`src/rtl/microwave_pkg.sv`:
```
// Shared types and constants for the microwave cook controller.
package microwave_pkg;

  typedef enum logic [2:0] {
    ST_IDLE  = 3'd0,
    ST_SET   = 3'd1,
    ST_COOK  = 3'd2,
    ST_PAUSE = 3'd3,
    ST_DONE  = 3'd4
  } state_t;

  localparam logic [3:0] BCD_NINE = 4'd9;
  localparam logic [3:0] BCD_FIVE = 4'd5;

  localparam int DONE_CYCLES_DEFAULT = 200;

endpackage

```
`src/rtl/bcd_mss_down_counter.sv`:
```
// M:SS time register: three BCD digits with shift-in entry, BCD countdown,
// clear, and zero flags for the controlling FSM.
module bcd_mss_down_counter
  import microwave_pkg::*;
(
  input  logic       clk,
  input  logic       srst,
  input  logic       clr,
  input  logic       shift_en,
  input  logic [3:0] shift_digit,
  input  logic       dec_en,
  output logic [3:0] min_ones,
  output logic [3:0] sec_tens,
  output logic [3:0] sec_ones,
  output logic       is_zero,
  output logic       dec_hits_zero
);

  logic [3:0] min_ones_q, min_ones_d;
  logic [3:0] sec_tens_q, sec_tens_d;
  logic [3:0] sec_ones_q, sec_ones_d;

  always_comb begin
    min_ones_d = min_ones_q;
    sec_tens_d = sec_tens_q;
    sec_ones_d = sec_ones_q;
    if (clr) begin
      min_ones_d = 4'd0;
      sec_tens_d = 4'd0;
      sec_ones_d = 4'd0;
    end else if (shift_en) begin
      min_ones_d = sec_tens_q;
      sec_tens_d = sec_ones_q;
      sec_ones_d = shift_digit;
    end else if (dec_en) begin
      // Seconds tens wraps to 5, not 9: the display is M:SS.
      if (sec_ones_q != 4'd0) begin
        sec_ones_d = sec_ones_q - 4'd1;
      end else begin
        sec_ones_d = BCD_NINE;
        if (sec_tens_q != 4'd0) begin
          sec_tens_d = sec_tens_q - 4'd1;
        end else begin
          sec_tens_d = BCD_FIVE;
          min_ones_d = min_ones_q - 4'd1;
        end
      end
    end
  end

  always_ff @(posedge clk) begin
    if (srst) begin
      min_ones_q <= 4'd0;
      sec_tens_q <= 4'd0;
      sec_ones_q <= 4'd0;
    end else begin
      min_ones_q <= min_ones_d;
      sec_tens_q <= sec_tens_d;
      sec_ones_q <= sec_ones_d;
    end
  end

  assign min_ones      = min_ones_q;
  assign sec_tens      = sec_tens_q;
  assign sec_ones      = sec_ones_q;
  assign is_zero       = (min_ones_q == 4'd0) && (sec_tens_q == 4'd0) && (sec_ones_q == 4'd0);
  assign dec_hits_zero = (min_ones_q == 4'd0) && (sec_tens_q == 4'd0) && (sec_ones_q == 4'd1);

endmodule

```
`src/rtl/microwave_cook_controller.sv`:
```
// Microwave cook sequencer: keypad time entry, start/stop/door handling,
// 1 Hz countdown, magnetron drive and end-of-cook beep interval.
module microwave_cook_controller
  import microwave_pkg::*;
#(
  parameter int DONE_CYCLES = DONE_CYCLES_DEFAULT
) (
  input  logic       clock_100Hz,
  input  logic       clear,
  input  logic [3:0] D,
  input  logic       loadn,
  input  logic       pgt_1Hz,
  input  logic       start,
  input  logic       stop,
  input  logic       door_closed,
  output logic       enablen,
  output logic       mag_on,
  output logic [3:0] min_ones,
  output logic [3:0] sec_tens,
  output logic [3:0] sec_ones,
  output logic       beep
);

  localparam int CNT_W = $clog2(DONE_CYCLES + 1);

  state_t             state_q, state_d;
  logic               loadn_prev_q, loadn_prev_d;
  logic               pgt_prev_q, pgt_prev_d;
  logic               start_prev_q, start_prev_d;
  logic [CNT_W-1:0]   done_cnt_q, done_cnt_d;
  logic               mag_on_q, mag_on_d;
  logic               enablen_q, enablen_d;
  logic               beep_q, beep_d;

  logic cnt_clr, cnt_shift, cnt_dec;
  logic is_zero, dec_hits_zero;
  logic digit_ev, tick_ev, start_ev, start_ok, digit_ok;

  assign digit_ev = !loadn && loadn_prev_q;
  assign tick_ev  = pgt_1Hz && !pgt_prev_q;
  assign start_ev = start && !start_prev_q;
  assign digit_ok = digit_ev && (D <= BCD_NINE);
  assign start_ok = door_closed && !is_zero && (sec_tens <= BCD_FIVE);

  always_comb begin
    state_d    = state_q;
    done_cnt_d = done_cnt_q;
    cnt_clr    = 1'b0;
    cnt_shift  = 1'b0;
    cnt_dec    = 1'b0;
    case (state_q)
      ST_IDLE: begin
        if (digit_ok) begin
          cnt_shift = 1'b1;
          state_d   = ST_SET;
        end
      end
      ST_SET: begin
        if (stop) begin
          cnt_clr = 1'b1;
          state_d = ST_IDLE;
        end else if (start_ev && start_ok) begin
          state_d = ST_COOK;
        end else if (digit_ok) begin
          cnt_shift = 1'b1;
        end
      end
      ST_COOK: begin
        if (stop || !door_closed) begin
          state_d = ST_PAUSE;
        end else if (tick_ev) begin
          cnt_dec = 1'b1;
          if (dec_hits_zero) begin
            state_d    = ST_DONE;
            done_cnt_d = '0;
          end
        end
      end
      ST_PAUSE: begin
        if (stop) begin
          cnt_clr = 1'b1;
          state_d = ST_IDLE;
        end else if (start_ev && start_ok) begin
          state_d = ST_COOK;
        end
      end
      ST_DONE: begin
        if (stop || (done_cnt_q == CNT_W'(DONE_CYCLES - 1))) begin
          state_d = ST_IDLE;
        end else begin
          done_cnt_d = done_cnt_q + 1'b1;
        end
      end
      default: state_d = ST_IDLE;
    endcase
  end

  always_comb begin
    loadn_prev_d = loadn;
    start_prev_d = start;
    // Entering COOK forgets the old 1 Hz level so an already-high tick counts.
    pgt_prev_d   = ((state_d == ST_COOK) && (state_q != ST_COOK)) ? 1'b0 : pgt_1Hz;
    mag_on_d     = (state_d == ST_COOK);
    beep_d       = (state_d == ST_DONE);
    enablen_d    = (state_d == ST_COOK) || (state_d == ST_PAUSE) || (state_d == ST_DONE);
  end

  always_ff @(posedge clock_100Hz) begin
    if (clear) begin
      state_q      <= ST_IDLE;
      loadn_prev_q <= 1'b1;
      pgt_prev_q   <= 1'b0;
      start_prev_q <= 1'b0;
      done_cnt_q   <= '0;
      mag_on_q     <= 1'b0;
      enablen_q    <= 1'b0;
      beep_q       <= 1'b0;
    end else begin
      state_q      <= state_d;
      loadn_prev_q <= loadn_prev_d;
      pgt_prev_q   <= pgt_prev_d;
      start_prev_q <= start_prev_d;
      done_cnt_q   <= done_cnt_d;
      mag_on_q     <= mag_on_d;
      enablen_q    <= enablen_d;
      beep_q       <= beep_d;
    end
  end

  bcd_mss_down_counter u_counter (
    .clk           (clock_100Hz),
    .srst          (clear),
    .clr           (cnt_clr),
    .shift_en      (cnt_shift),
    .shift_digit   (D),
    .dec_en        (cnt_dec),
    .min_ones      (min_ones),
    .sec_tens      (sec_tens),
    .sec_ones      (sec_ones),
    .is_zero       (is_zero),
    .dec_hits_zero (dec_hits_zero)
  );

  assign mag_on  = mag_on_q;
  assign enablen = enablen_q;
  assign beep    = beep_q;

endmodule

```
`config.mk`:
```
export PLATFORM = sky130hd
export DESIGN_NAME = microwave_cook_controller
export DESIGN_NICKNAME = d
export VERILOG_FILES = /design/src/rtl/microwave_pkg.sv /design/src/rtl/bcd_mss_down_counter.sv /design/src/rtl/microwave_cook_controller.sv
export SDC_FILE = /design/constraint.sdc
export NUM_CORES = 1
export LEC_CHECK = 0
export CAP_MARGIN = 0
export CORE_MARGIN = 2
export CORE_UTILIZATION = 56
export CTS_CLUSTER_DIAMETER = 200
export DETAILED_ROUTE_END_ITERATION = 7
export GPL_TIMING_DRIVEN = 0
export HOLD_SLACK_MARGIN = 0.1
export PLACE_DENSITY = 0.83
export SLEW_MARGIN = 10
export SYNTH_ARGS = -nofsm -noshare
export SYNTH_HDL_FRONTEND = slang
export SYNTH_SLANG_ARGS = --single-unit
```
`constraint.sdc`:
```
create_clock -name clock_100Hz -period 5 [get_ports clock_100Hz]
set_clock_uncertainty 0.05 [all_clocks]
set_input_delay 1.25 -clock clock_100Hz [delete_from_list [all_inputs] [get_ports clock_100Hz]]
set_output_delay 1.25 -clock clock_100Hz [all_outputs]
set_load 0.01 [all_outputs]
```
==> results of run 1 <==
-- sequential cells by signal, indices dropped and copies added (netlist names) --
register            count
beep                    1
done_cnt_q              8
enablen                 1
loadn_prev_q            1
mag_on                  1
pgt_prev_q              1
start_prev_q            1
state_q                 3
u_counter.min_ones      4
u_counter.sec_ones      4
u_counter.sec_tens      4
-- cells by family after synthesis --
| logic type | after synthesis | synth area share [%] |
|---|---|---|
| mux | 5 | 3.170 |
| fa+ha+maj | 3 | 2.377 |
| buf+inv | 10 | 3.565 |
| compound gates | 42 | 16.80 |
| simple gates | 89 | 33.99 |
| flops | 29 | 36.77 |
| xor+xnor | 6 | 3.329 |
-- placed cells by master, fill, tap and decap left out, drive strengths merged, types with 2 or more instances in the layout --
cell / instances
a21o: 2
nand2b: 3
mux2i: 5
clkbuf: 8
or4: 5
nand3: 7
and3: 2
xnor2: 3
clkdlybuf4s50: 25
nor4b: 2
or3: 5
o21ai: 10
nor4: 4
or2: 2
inv: 4
nand4bb: 2
nor3: 4
nor2b: 4
dfxtp: 29
a211oi: 9
nand2: 15
xor2: 3
o211ai: 3
ha: 3
nor2: 27
buf: 5
a21oi: 11
-- through the flow --
step	setup slack (ns)	util (%)	instance area [sq um]
after floorplan	2.458	-	1579
after global placement	1.538	68.93	1868
after detailed placement	1.457	68.93	1868
after CTS	1.821	70.96	1923
after global routing	1.599	70.96	1923
final	1.811	70.96	1923
-- worst max-delay path: stages --
cell and delay [ns]:
clkdlybuf4s50_1 0.54, nor4bb_1 0.56, nand2_1 0.17, o2bb2ai_1 0.26, clkbuf_1 0.28, o21ai_0 0.22, a21oi_1 0.08
-- power by group --
group,internal [uW],total (uW),switching (uW)
Combinational,47.9,97.2,49.3
Sequential,240,253,12.6
Clock,66.2,146,80.2
Total,354,497,142
-- cells in the mapped netlist, types with 2 or more instances --
cell      instances  area [sq um]
nand2b_1          3         18.77
xnor2_1           3         26.28
a21oi_1          11         55.05
mux2i_1           5         50.05
or2_2             2         12.51
nor4b_1           2         17.52
and3_1            2         12.51
or3_1             5         31.28
or4_4             2         22.52
o211ai_1          3         22.52
nor2_1           27         101.4
dfxtp_1          29         580.6
nor4_4            2         42.54
a211oi_1          9         67.56
o21ai_0          10         50.05
nor2b_1           4         25.02
inv_1             4         15.01
buf_4             3         22.52
nand2_1          15         56.30
nor3_1            4         20.02
a21o_1            2         15.01
ha_1              3         37.54
xor2_1            3         26.28
or4_1             3         22.52
nand3_1           7         35.03
-- how the worst max path moves through the flow --
stage                     startpoint                    endpoint  cells past startpoint  slack (ns)
after global placement          stop  done_cnt_q[2]$_SDFFE_PP0P_                      7        1.54
final                           stop  done_cnt_q[4]$_SDFFE_PP0P_                      7        1.81
after floorplan                 stop  done_cnt_q[7]$_SDFFE_PP0P_                      5        2.46
after detailed placement        stop  done_cnt_q[5]$_SDFFE_PP0P_                      7        1.46
after global routing            stop  done_cnt_q[6]$_SDFFE_PP0P_                      7        1.60
after CTS                       stop  done_cnt_q[4]$_SDFFE_PP0P_                      7        1.82
-- layer usage --
metal  vias to the layer above  global-route usage [%]  share of wire (%)
met5                         -                       0                  0
met4                         0                   12.96                2.5
met3                         8                   5.896                6.4
met2                        47                   37.44                 47
met1                       666                   28.63                 44
li1                        734                       -                  -
-- cell type report --
| class | count | share of cell area (%) |
|---|---|---|
| sequential | 29 | 30.19 |
| inverter | 4 | 0.7807 |
| clock buffer | 7 | 2.863 |
| timing repair buffer | 25 | 13.01 |
| multi-input combinational | 145 | 48.99 |
| tap | 31 | 2.017 |
| buffer | 6 | 2.147 |
==> results.py, run 1 <==
metrics = {
    "die": {
        "die_area_sq_um": 3260,
        "core_sq_um": 2710,
        "fp.dieW_um": 57.10,
        "fp.dieH_um": 57.10,
        "pin_count": 26,
        "start_util_pct": 58.26,
        "num_rows": 19,
    },
    "setup_path": {
        "path_class": "in -> reg",
        "critPathMaxFanout": 10,
        "required_ns": 5.17,
        "critPathArrivalTime_ns": 3.36,
        "reg2reg_from": "u_counter.min_ones[0]$_SDFFE_PP0P_",
        "startpoint_type": "input port",
        "reg2regPathDepth": 7,
        "endpoint_kind": "flop",
        "r2r_setup_slack_ns": 2.60,
        "r2r_end": "u_counter.sec_tens[2]$_SDFFE_PP0P_",
    },
    "power_and_ir_drop": {
        "power.density_nw_per_um2": 258.2,
        "peakVddDrop_mv": 0.2372,
        "finalPower_uw": 496.6,
        "p_leak_uw": 0.0006822,
    },
    "run": {
        "drv_cap": 0,
    },
    "min_path": {
        "hold_depth": 2,
        "hold_class": "reg -> reg",
        "whs_endpoint": "done_cnt_q[7]$_SDFFE_PP0P_",
        "holdCritStartpoint": "done_cnt_q[7]$_SDFFE_PP0P_",
    },
    "synthesis": {
        "synth_edf_count": 0,
        "ys_async_sr_fraction_pct": 0,
        "syn_avg_cell_area_sq_um": 8.582,
        "synth-seq-cells": 29,
        "ys_warn_count": 0,
        "synth_seq_area_share_pct": 36.77,
        "synth_area_sq_um": 1579,
        "syn_nets": 198,
        "ys_types": 46,
        "synth_flop_cell": "dfxtp_1",
        "synth_cells": 184,
    },
    "clock_network": {
        "cts_buffer_depth": 2,
        "cts_tree": "done",
        "clock_latency_ns": 0.35,
        "post_cts_buffers": 0,
        "clock-root-buffer": "clkbuf_4",
        "cts.sinks": 29,
        "cts_buffers": 5,
        "htree_num_levels": 2,
        "ctsResizeCount": 0,
        "clk_pin_slew_worst_paths_ns": 0.09,
        "ctsHoldBuffers": 0,
    },
    "route": {
        "wirelength_um": 3510,
        "vias": 1455,
        "wl_per_cell_um": 14.21,
        "drcViolationCount": 0,
        "drt_iter0_drc": 58,
        "via_per_inst": 5.891,
        "ant_nets": 0,
        "first_pass_iters": 4,
    },
    "timing": {
        "period_needed_ns": 3.189,
        "finalMaxSlewViolations": 0,
        "relSlewSlack_pct": 64.00,
        "clock.fmax_mhz": 313.6,
        "holdWs_ns": 0.4487,
        "setup_viol": 0,
        "period_share_pct": 63.77,
        "hold_viol": 0,
        "finalSetupTns_ns": 0,
        "worst_slew_pin_slew_ns": 0.5327,
        "rsz0062_at_grt": "false",
    },
    "global_route": {
        "grt_max_degree": 11,
        "track_usage_pct": 23.35,
        "antenna_found_initial": 0,
        "grt_pass1_wl_um": 5844,
        "grt_pass1_vias": 1353,
        "grt_overflow_total": 0,
    },
    "finish": {
        "final_layout_size_suffix_gt1_share_pct": 9.259,
        "syn_to_final_growth_pct": 21.79,
        "multi_input_area_sq_um": 942.2,
        "nFillCells": 222,
        "nets": 230,
        "instances_no_fill": 247,
        "diodes": 0,
        "ff_latch_area_sq_um": 580.6,
    },
    "placement": {
        "dp_hpwl_um": 2596,
        "dp_cells": 240,
        "io_buffers": 25,
        "gp_congestion": 0.9068,
    },
    "run_status": {
        "outcome": "complete, no violations",
    },
}
(Power assumes the default switching activity.)
==> inputs of run 2 (changes only) <==
Settings changed: CORE_UTILIZATION 56 to 52, PLACE_DENSITY 0.83 to 0.78.
Clock period 5 ns to 3.2 ns, I/O delays scaled along.
==> run 2 against run 1 <==
Clock-buffer cell count shrank 2; worst setup slack lost 1.4 ns; final cell count grew 0.40%; first-iteration DRC count grew 45%; largest power group unchanged.
==> results.py, run 2 (synthesis results as in run 1) <==
metrics = {
    "route": {
        "drcViolationCount": 0,
        "drt_iter0_drc": 84,
        "via_per_inst": 5.867,
        "wl_per_cell_um": 15.12,
        "first_pass_iters": 5,
        "ant_nets": 0,
        "vias": 1455,
        "wirelength_um": 3749,
    },
    "placement": {
        "dp_cells": 240,
        "gp_congestion": 0.8276,
        "io_buffers": 25,
        "dp_slack_ns": 0.1222,
        "dp_hpwl_um": 2731,
    },
    "clock_network": {
        "clk_pin_slew_worst_paths_ns": 0.10,
        "cts_tree": "done",
        "clock_latency_ns": 0.34,
        "post_cts_buffers": 0,
        "htree_num_levels": 2,
        "cts_buffer_depth": 2,
        "ctsResizeCount": 0,
        "ctsHoldBuffers": 0,
        "cts.sinks": 29,
        "clock-root-buffer": "clkbuf_4",
        "cts_buffers": 5,
    },
    "timing": {
        "finalMaxSlewViolations": 0,
        "rsz0062_at_grt": "false",
        "worst_slew_pin_slew_ns": 0.6389,
        "period_share_pct": 86.28,
        "setup_viol": 0,
        "fin_ws_ns": 0.4391,
        "hold_viol": 0,
        "period_needed_ns": 2.761,
        "clock.fmax_mhz": 362.2,
        "relSlewSlack_pct": 57.22,
        "finalSetupTns_ns": 0,
    },
    "global_route": {
        "grt_overflow_total": 0,
        "grt_pass1_vias": 1385,
        "track_usage_pct": 24.22,
        "grt_pass1_wl_um": 6410,
        "grt_max_degree": 11,
        "antenna_found_initial": 0,
    },
    "setup_path": {
        "slowest_stage": "clkdlybuf4s50_1",
        "endpoint_kind": "flop",
        "startpoint_type": "input port",
        "critPathMaxStageDelay_ns": 0.55,
        "path_class": "in -> reg",
        "critPathArrivalTime_ns": 2.93,
        "required_ns": 3.37,
        "path_cells": "clkdlybuf4s50_1 -> nor4bb_1 -> nand2_1 -> o2bb2ai_1 -> clkbuf_1 -> o21ai_0 -> a21oi_1",
        "critPathMaxFanout": 10,
    },
    "finish": {
        "largest_reg_flops": 8,
        "instances_no_fill": 248,
        "nets": 230,
        "syn_to_final_growth_pct": 24.80,
        "nFillCells": 250,
        "final_common_cell": "dfxtp_1",
        "layout_common_cells": "dfxtp_1, nor2_1, clkdlybuf4s50_1, nand2_1, a21oi_1",
        "diodes": 0,
        "largest-register": "done_cnt_q",
        "final_layout_size_suffix_gt1_share_pct": 10.14,
    },
    "min_path": {
        "hold_class": "reg -> reg",
    },
    "die": {
        "core_sq_um": 2829,
        "die_area_sq_um": 3493,
        "fp.dieH_um": 59.11,
        "num_rows": 19,
        "fp.dieW_um": 59.11,
        "start_util_pct": 55.82,
        "pin_count": 26,
    },
    "run": {
        "drv_cap": 0,
    },
    "run_status": {
        "outcome": "complete, no violations",
    },
    "power_and_ir_drop": {
        "peakVddDrop_mv": 0.3739,
        "power.density_nw_per_um2": 471.5,
        "p_leak_uw": 0.0007060,
    },
}
[run 2: power by group]
| group | internal [uW] | total (uW) | switching [uW] |
|---|---|---|---|
| Combinational | 75.0 | 154 | 79.1 |
| Sequential | 376 | 395 | 19.6 |
| Clock | 242 | 380 | 138 |
[run 2: worst max-delay path, delay by kind of cell]
family,cells,cell delay (ns)
AND/OR/NAND/NOR,2,0.71
buffers and inverters,2,0.84
AO/OA/AOI/OAI,3,0.58
[run 2: worst paths after layout]
kind	slack, ns	cells past startpoint	end	from
setup / recovery	0.44	7	done_cnt_q[4]$_SDFFE_PP0P_	stop
hold / removal	0.44	2	done_cnt_q[7]$_SDFFE_PP0P_	done_cnt_q[7]$_SDFFE_PP0P_
setup reg to reg	0.76	7	u_counter.sec_ones[0]$_SDFFE_PP0P_	u_counter.min_ones[0]$_SDFFE_PP0P_
hold reg to reg	0.44	2	done_cnt_q[7]$_SDFFE_PP0P_	done_cnt_q[7]$_SDFFE_PP0P_
[run 2: layer usage]
| layer | vias up | track usage [%] | wire, um |
|---|---|---|---|
| met5 | - | 0 | 0 |
| met4 | 0 | 9.091 | 37 |
| met3 | 5 | 6.769 | 210 |
| met2 | 32 | 36.19 | 1736 |
| met1 | 684 | 33.29 | 1764 |
| li1 | 734 | - | - |
[run 2: final cells by class]
class | count | area [sq um] | share of cell area, %
multi-input cells | 145 | 942.2 | 47.81
plain buffers | 6 | 41.29 | 2.095
flip-flops and latches | 29 | 580.6 | 29.46
well taps | 31 | 38.79 | 1.968
repair buffers | 25 | 250.2 | 12.70
clock buffers | 5 | 37.54 | 1.905
clock inverters | 3 | 65.06 | 3.302
inverters | 4 | 15.01 | 0.7619
[run 2: metrics by stage]
| stage | hold WS (ns) | area, sq um | power (uW) | util [%] |
|---|---|---|---|---|
| 3_3_place_gp | 0.4150 | 1868 | 551.6 | 66.03 |
| 4_1_cts | 0.4464 | 1971 | 935.7 | 69.66 |
| 3_5_place_dp | 0.4342 | 1868 | 556.0 | 66.03 |
| 6_report | 0.4401 | 1971 | 929.1 | 69.66 |
| 5_1_grt | 0.4911 | 1971 | 965.5 | 69.66 |
| 2_1_floorplan | 0.3939 | 1579 | 494.1 | - |
==> inputs of run 3 (changes only) <==
Settings changed: ABC_AREA from default to 1, CORE_UTILIZATION 52 to 53, CTS_CLUSTER_DIAMETER 200 to default, PLACE_DENSITY 0.78 to 0.79.
==> run 3 against run 2 <==
Die area increased by 3.7%; global-route usage decreased by 1.9 points; flip-flop and latch count unchanged; worst setup slack improved by 0.35 ns; first-iteration DRC count increased by 30%; area after synthesis increased by 6.0%; cell area increased by 3.2%; sequential power increased by 3%; combinational power increased by 68%; maximum frequency increased by 15%; non-clock buffer count decreased by 3; synthesized cell count increased by 41%.
==> results.py, run 3 <==
metrics = {
    "power_and_ir_drop": {
        "peakVddDrop_mv": 0.3359,
        "p_comb_share_pct": 29.1,
        "swShare_pct": 34.72,
        "clkPwrFrac_pct": 25.0,
        "p_sw_uw": 307.6,
        "finalPower_uw": 885.9,
        "power.density_nw_per_um2": 435.5,
        "p_leak_uw": 0.0008955,
        "internal-power_uw": 578.3,
        "seqPwrFrac_pct": 45.8,
    },
    "timing": {
        "finalSetupTns_ns": 0,
        "rsz0062_at_grt": "false",
        "worst_slew_pin_slew_ns": 0.5701,
        "period_needed_ns": 2.406,
        "setup_viol": 0,
        "hold_viol": 0,
        "relSlewSlack_pct": 61.67,
        "period_share_pct": 75.20,
        "finalMaxSlewViolations": 0,
        "clock.fmax_mhz": 415.6,
    },
    "clock_network": {
        "ctsResizeCount": 0,
        "cts.sinks": 29,
        "ctsHoldBuffers": 0,
        "htree_num_levels": 2,
        "clock-root-buffer": "clkbuf_4",
        "post_cts_buffers": 0,
        "cts_tree": "done",
        "cts_buffers": 5,
        "cts_buffer_depth": 2,
        "clock_latency_ns": 0.34,
        "clk_pin_slew_worst_paths_ns": 0.09,
    },
    "route": {
        "first_pass_iters": 4,
        "drt_iter0_drc": 109,
        "vias": 1643,
        "drcViolationCount": 0,
        "via_per_inst": 4.890,
        "wirelength_um": 3550,
        "wl_per_cell_um": 10.57,
        "ant_nets": 0,
    },
    "synthesis": {
        "ys_warn_count": 0,
        "synth_edf_count": 0,
        "syn_nets": 273,
        "synth_seq_area_share_pct": 34.68,
        "synth-seq-cells": 29,
        "synth_area_sq_um": 1674,
        "ys_async_sr_fraction_pct": 0,
        "yosys-top-cells-area": "dfxtp_1, nand2_1, nor2_1",
        "synth_cells": 259,
        "synth_flop_cell": "dfxtp_1",
        "ys_types": 30,
        "yosys.area.top_type_share_pct": 34.68,
        "syn_avg_cell_area_sq_um": 6.464,
        "synth.most_common_cell": "nand2_1",
        "synth_top_area_cell": "dfxtp_1",
        "ys_top_cells_by_count": "nand2_1, nor2_1, inv_1, dfxtp_1, nand3_1",
    },
    "global_route": {
        "grt_overflow_total": 0,
        "track_usage_pct": 22.34,
        "grt_max_degree": 11,
        "antenna_found_initial": 0,
        "grt_pass1_vias": 1368,
        "grt_pass1_wl_um": 6037,
    },
    "min_path": {
        "hold_class": "reg -> reg",
        "holdCritStartpoint": "done_cnt_q[7]$_SDFFE_PP0P_",
        "hold_depth": 2,
        "whs_endpoint": "done_cnt_q[7]$_SDFFE_PP0P_",
    },
    "finish": {
        "multi_input_area_sq_um": 939.7,
        "final_layout_size_suffix_gt1_share_pct": 9.247,
        "nFillCells": 273,
        "syn_to_final_growth_pct": 21.52,
        "nets": 305,
        "post-route-util_pct": 67.19,
        "largest-register": "done_cnt_q",
        "largest_reg_flops": 8,
        "layout_common_cells": "nand2_1, nor2_1, inv_1, dfxtp_1, clkdlybuf4s50_1",
        "final_common_cell": "nand2_1",
        "ff_latch_area_sq_um": 580.6,
        "diodes": 0,
    },
    "run_status": {
        "outcome": "complete, no violations",
    },
    "setup_path": {
        "endpoint_kind": "flop",
        "critPathMaxStageDelay_ns": 0.42,
        "path_class": "in -> reg",
        "required_ns": 3.38,
        "r2r_end": "u_counter.min_ones[2]$_SDFFE_PP0P_",
        "critPathMaxFanout": 10,
        "reg2reg_from": "u_counter.sec_ones[0]$_SDFFE_PP0P_",
        "cpMostUsedCell": "nand2_1",
        "startpoint_type": "input port",
        "path_cells": "clkdlybuf4s50_1 -> o21ai_1 -> nand4_1 -> inv_1 -> a21oi_4 -> o31ai_1 -> nand2_1 -> nand2_1 -> nor2_1",
        "r2r_setup_slack_ns": 1.37,
        "slowest_stage": "clkdlybuf4s50_1",
        "critPathArrivalTime_ns": 2.59,
        "reg2regPathDepth": 8,
    },
    "die": {
        "num_rows": 20,
        "fp.dieW_um": 60.20,
        "die_area_sq_um": 3624,
        "start_util_pct": 55.29,
        "core_sq_um": 3028,
        "fp.dieH_um": 60.20,
        "pin_count": 26,
    },
    "placement": {
        "io_buffers": 25,
        "dp_hpwl_um": 2683,
        "gp_congestion": 0.9003,
    },
    "run": {
        "drv_cap": 0,
    },
}
## run 3: layout make-up
| type | instances | share of cell area [%] |
|---|---|---|
| Multi-Input combinational cell | 192 | 46.19 |
| Buffer | 3 | 1.107 |
| Clock inverter | 3 | 0.8610 |
| Clock buffer | 5 | 1.845 |
| Inverter | 35 | 6.458 |
| Sequential cell | 29 | 28.54 |
| Timing Repair Buffer | 25 | 12.30 |
| Tap cell | 44 | 2.706 |
## run 3: per-stage QoR
stage / setup slack [ns] / instance area, sq um / std cells / hold slack, ns
floorplan: 1.240 / 1674 / 259 / 0.4168
global placement: 0.4675 / 1979 / 328 / 0.4316
detailed placement: 0.4616 / 1979 / 328 / 0.4380
CTS: 0.8207 / 2034 / 336 / 0.4526
global route: 0.6479 / 2034 / 336 / 0.4763
finish: 0.7936 / 2034 / 336 / 0.4553
## run 3: worst max-delay path by stage
stage / from / to / slack, ns / depth (start not counted)
5_1_grt: D[2] / u_counter.min_ones[2]$_SDFFE_PP0P_ / 0.65 / 9
6_report: D[1] / u_counter.min_ones[2]$_SDFFE_PP0P_ / 0.79 / 9
2_1_floorplan: D[1] / u_counter.min_ones[2]$_SDFFE_PP0P_ / 1.24 / 8
4_1_cts: D[1] / u_counter.min_ones[2]$_SDFFE_PP0P_ / 0.82 / 9
3_3_place_gp: D[1] / u_counter.min_ones[2]$_SDFFE_PP0P_ / 0.47 / 9
3_5_place_dp: D[1] / u_counter.min_ones[2]$_SDFFE_PP0P_ / 0.46 / 9
## run 3: kinds of logic (layout without fill, tap and decap cells)
family / after synthesis / in the layout / synth area share (%)
adder cells (fa/ha/maj): 3 / 3 / 2.242
flip-flops: 29 / 29 / 34.68
buffers and inverters: 38 / 71 / 9.193
AO/OA/AOI/OAI: 30 / 30 / 10.61
XOR/XNOR: 6 / 6 / 3.139
AND/OR/NAND/NOR: 153 / 153 / 40.13
## run 3: per-layer routing
metal	GRT usage (%)	up-vias	routed length (um)
met5	0	-	0
met3	3.896	7	165
met1	30.86	724	1814
met4	10.79	0	71
li1	-	879	-
met2	33.23	33	1498
## run 3: worst max-delay path: cells and delay by family
| family | cells | cell delay [ns] |
|---|---|---|
| buffers and inverters | 2 | 0.66 |
| and+or+nand+nor | 4 | 0.64 |
| AOI/OAI and AO/OA | 3 | 0.50 |
## run 3: power groups by stage
stage	Sequential [uW]	Combinational, uW	Clock [uW]
6_report	406	258	222
5_1_grt	411	290	243
4_1_cts	406	259	227
3_5_place_dp	414	257	0
3_3_place_gp	414	256	0
2_1_floorplan	418	169	0
